File: src/rtl/icache.sv
// Direct-mapped, one-word-per-line, read-only instruction cache.
// Hits are served combinationally in COMPARE; a miss latches the word address
// and runs a single-word fill from memory, holding ihit low until it completes.
// Ports:
//   CLK, nRST          clock and asynchronous active-low reset
//   imemREN, imemaddr  fetch-stage read request and byte address
//   ihit, imemload     hit flag and instruction word (0 when no hit)
//   iREN, iaddr        memory read request and word-aligned miss address
//   iwait, iload       memory busy flag and read data
module icache #(
   parameter int unsigned SETS = 16
) (
   input  logic        CLK,
   input  logic        nRST,
   input  logic        imemREN,
   input  logic [31:0] imemaddr,
   output logic        ihit,
   output logic [31:0] imemload,
   output logic        iREN,
   output logic [31:0] iaddr,
   input  logic        iwait,
   input  logic [31:0] iload
);

   localparam int unsigned IW = $clog2(SETS);
   localparam int unsigned TW = 30 - IW;

   typedef enum logic {
      COMPARE = 1'b0,
      FILL    = 1'b1
   } state_e;

   state_e          state_q, state_d;
   logic [29:0]     miss_addr_q, miss_addr_d;
   logic [SETS-1:0] valid_q, valid_d;
   logic [TW-1:0]   tag_q  [SETS];
   logic [31:0]     data_q [SETS];

   logic [IW-1:0]   req_idx, miss_idx;
   logic [TW-1:0]   req_tag, miss_tag;
   logic            hit_c;
   logic            fill_we_c;
   logic [1:0]      unused_byte_offset;

   // Address split for the live request and the latched miss
   assign req_tag  = imemaddr[31:IW+2];
   assign req_idx  = imemaddr[IW+1:2];
   assign miss_tag = miss_addr_q[29:IW];
   assign miss_idx = miss_addr_q[IW-1:0];

   // Byte offset within the word plays no part in the lookup
   assign unused_byte_offset = imemaddr[1:0];

   // Lookup is only meaningful in COMPARE; during a fill the request is ignored
   assign hit_c = (state_q == COMPARE) && imemREN && valid_q[req_idx]
                  && (tag_q[req_idx] == req_tag);

   assign ihit     = hit_c;
   assign imemload = hit_c ? data_q[req_idx] : 32'h0;
   assign iREN     = (state_q == FILL);
   assign iaddr    = {miss_addr_q, 2'b00};

   // Next-state, miss latch and fill-enable
   always_comb begin
      state_d     = state_q;
      miss_addr_d = miss_addr_q;
      valid_d     = valid_q;
      fill_we_c   = 1'b0;
      case (state_q)
         COMPARE: begin
            if (imemREN && !hit_c) begin
               miss_addr_d = imemaddr[31:2];
               state_d     = FILL;
            end
         end
         FILL: begin
            if (!iwait) begin
               fill_we_c          = 1'b1;
               valid_d[miss_idx]  = 1'b1;
               state_d            = COMPARE;
            end
         end
         default: state_d = COMPARE;
      endcase
   end

   // Control state and valid bits; reset invalidates every line
   always_ff @(posedge CLK or negedge nRST) begin
      if (!nRST) begin
         state_q     <= COMPARE;
         miss_addr_q <= 30'h0;
         valid_q     <= '0;
      end else begin
         state_q     <= state_d;
         miss_addr_q <= miss_addr_d;
         valid_q     <= valid_d;
      end
   end

   // Tag/data arrays are not reset; valid bits guard them
   always_ff @(posedge CLK) begin
      if (fill_we_c) begin
         tag_q[miss_idx]  <= miss_tag;
         data_q[miss_idx] <= iload;
      end
   end

endmodule

File: config.mk
export PLATFORM = sky130hd
export DESIGN_NAME = icache
export DESIGN_NICKNAME = d
export VERILOG_FILES = /design/src/rtl/icache.sv
export SDC_FILE = /design/constraint.sdc
export NUM_CORES = 1
export LEC_CHECK = 0
export BUFFER_PORTS_ARGS = -buffer_cell sky130_fd_sc_hd__clkbuf_2
export CAP_MARGIN = 25
export CORE_MARGIN = 2
export CORE_UTILIZATION = 40
export DETAILED_ROUTE_END_ITERATION = 10
export PLACE_DENSITY = 0.52
export SLEW_MARGIN = 5
export SYNTH_ARGS = -nofsm -noshare
export SYNTH_HDL_FRONTEND = slang
export SYNTH_SLANG_ARGS = --single-unit
File: constraint.sdc
create_clock -name CLK -period 7.3 [get_ports CLK]
set_input_delay 0.73 -clock CLK [delete_from_list [all_inputs] [get_ports CLK]]
set_output_delay 0.73 -clock CLK [all_outputs]
set_load 0.05 [all_outputs]
==> run_results.csv <==
group,metric,value,unit
clocking,cts_root_buf,"clkbuf_16",
pwr,vdd_drop_max,0.211,mV
cells_and_area,final_cells,3261,
setup_path,worstPathArrival,5010,ps
logic_synthesis,yosysTopAreaCell,"edfxtp_1",
job,maxCapViolations,0,
run_status,outcome,"finished, final reports clean",
global_route,grt_pass1_vias,18893,
pwr,leakage,0.0143,uW
pwr,finalPower,12700,uW
floorplanning,die_area,98100,sq um
setup_path,critPathRequiredTime,6570,ps
pwr,powerDensity,290,nW/um^2
clocking,cts_setup_buffers,0,
timing,finalClockSkew,27.8,ps
timing,max_freq,174,MHz
logic_synthesis,ys_top_cells_by_area,"edfxtp_1 73%, mux4_2 14%, dfrtp_1 3.1%",
setup_path,critical_path_class,"input pin to primary output",
global_route,grt_pass1_wl,135,mm
clocking,cts_tree,"built",
setup_path,cp-end-kind,"primary output",
route,wl,93.3,mm
timing,maxSlewViolCount,0,
logic_synthesis,syn_area,38200,sq um
cells_and_area,design_area,43800,sq um
route,drc,0,
cells_and_area,drive_gt1_share,32.1,%
clocking,ctsHoldBuffers,0,
cells_and_area,utilization,46.2,%
place,placed_cell_area,40500,sq um
cells_and_area,syn_to_final_growth,14.6,%
global_route,globalRouteTotalUtil,19.2,%
timing,maxSlewHeadroom,31.3,%
clocking,htree_levels,3,
floorplanning,start_util,40.3,%
route,wl_per_cell,28.6,um
timing,final_hold_viol_count,0,
place,dp_hpwl,49.1,mm
logic_synthesis,syn_area_per_cell,22.4,sq um
floorplanning,pin_count,134,
timing,period_minus_slack,5740,ps
clocking,cts_buffers,101,
timing,rsz0062_at_grt,"no",
clocking,cts_max_path_buffers,3,
floorplanning,dieHeight,313,um
logic_synthesis,ys_seq_area_share,76.0,%
clocking,insertion_delay,680,ps
timing,setup_violations,0,
clocking,clock-sinks,975,
logic_synthesis,synthCells,1710,
logic_synthesis,async_flop_share,4.82,%
route,first_iter_violations,1504,
timing,fin_crit_sh,78.6,%
cells_and_area,diodes,0,
logic_synthesis,synth_edf_count,928,
route,final_antenna_net_count,0,
place,place_inst,3069,
logic_synthesis,yosys-top-cells-count,"928 x edfxtp_1, 232 x mux4_2, 57 x mux2i_1, 47 x dfrtp_1, 46 x nor2_1",
floorplanning,rows,113,
route,via_count,17992,
global_route,overflow,0,
cells_and_area,multi_input_area,8790,sq um
cells_and_area,final-seq-area,29000,sq um
timing,fin_setup_tns,0,ps
setup_path,crit_fanout,35,
place,port_buffers,129,
timing,worst_pin_slew,1030,ps
clocking,path_clk_slew,60,ps
logic_synthesis,synth_top_area_share,72.9,%
global_route,antenna_found_initial,5,
route,first_pass_iters,5,
route,viasPerCell,5.52,
logic_synthesis,synth.most_common_cell,"edfxtp_1",
logic_synthesis,synthFlopType,"edfxtp_1",
floorplanning,coreArea,94900,sq um
logic_synthesis,yosys.cell_types.count,64,
setup_path,cp-start-kind,"input pin",
global_route,grt_max_degree,82,
floorplanning,die_x,313,um
logic_synthesis,ys_warn_count,0,
cells_and_area,nets,1978,
min_path,min_path_type,"input pin to asynchronous set/reset pin",
clocking,cts_resized,0,
place,gp_congestion,0.733,
logic_synthesis,synth-seq-cells,975,
cells_and_area,num-fill-cells,7937,
metal layers:
metal	share of wire, %	vias up	global-route usage, %
met3	4.6	129	3.25
li1	-	7607	-
met1	43	9797	26.2
met4	1.8	6	4.48
met5	0.038	-	0
met2	50	453	32.3
sequential cells by signal, indices dropped and copies added (netlist names):
name and cells:
data_q 512, tag_q 416, miss_addr_q 30, valid_q 16, iREN 1
layout make-up:
cell class	count	share of cell area, %
clock buffer	135	6.29
clock inverter	54	1.12
inverter	4	0.0400
multi-input combinational	647	20.1
sequential	975	66.3
tap	1265	3.61
timing repair buffer	181	2.62
power breakdown:
| group | internal [uW] | switching, uW |
|---|---|---|
| Combinational | 381 | 621 |
| Sequential | 6470 | 215 |
| Clock | 2900 | 2110 |
final timing paths:
kind	from	endpoint	slack (ps)	cells past startpoint
max reg2reg	tag_q[4][9]	miss_addr_q[29]	3790	9
min in group CLK	iwait	iREN	320	2
min reg2reg	valid_q[9]	valid_q[9]	470	1
max	imemaddr[5]	imemload[25]	1560	11
min	nRST	miss_addr_q[21]	250	2
max in group asynchronous	nRST	valid_q[12]	6450	2
placed cells by master, fill, tap and decap left out, drive strengths merged, types with 3 or more instances in the layout:
cell and n:
edfxtp 928, clkbuf 263, mux4 246, mux2i 57, buf 53, dfrtp 47, nor2 46, mux2 44
clkinv 43, and2 35, nand2 22, or2 21, xnor2 20, nand4 16, o21ai 15, or3 11
nor3 11, a22o 10, nor4b 8, nand2b 7, bufinv 7, inv 7, nor2b 6, a22oi 6
or4b 5, o22ai 5, o221ai 4, nand3 4, nor4 4, o2111ai 3, a221oi 3, xor2 3
o211ai 3, a211oi 3, o31ai 3
worst max-delay path: stages:
cell and delay, ps:
clkbuf_2 400, inv_4 770, buf_4 650, nand4_1 160, nand2_1 100, or4b_1 200
o21ai_0 130, nor4b_1 330, and4_2 880, and2_1 260, clkbuf_2 280
cells by family after synthesis:
| group | Yosys count | share of synthesized area, % |
|---|---|---|
| xor gates and xnor gates | 23 | 0.527 |
| other | 1 | 0.00981 |
| DFF | 975 | 76.0 |
| buffers and inverters | 89 | 1.37 |
| AOI/OAI and AO/OA | 71 | 1.42 |
| muxes | 347 | 17.7 |
| and+or+nand+nor | 204 | 3.01 |
through the flow:
step | setup slack, ps | hold WS, ps
after floorplan | 1490 | 434
after global placement | 1460 | 446
after detailed placement | 1400 | 455
after CTS | 1390 | 247
after global routing | 1190 | 275
final | 1560 | 249
Power figures use the tool's default switching activity.
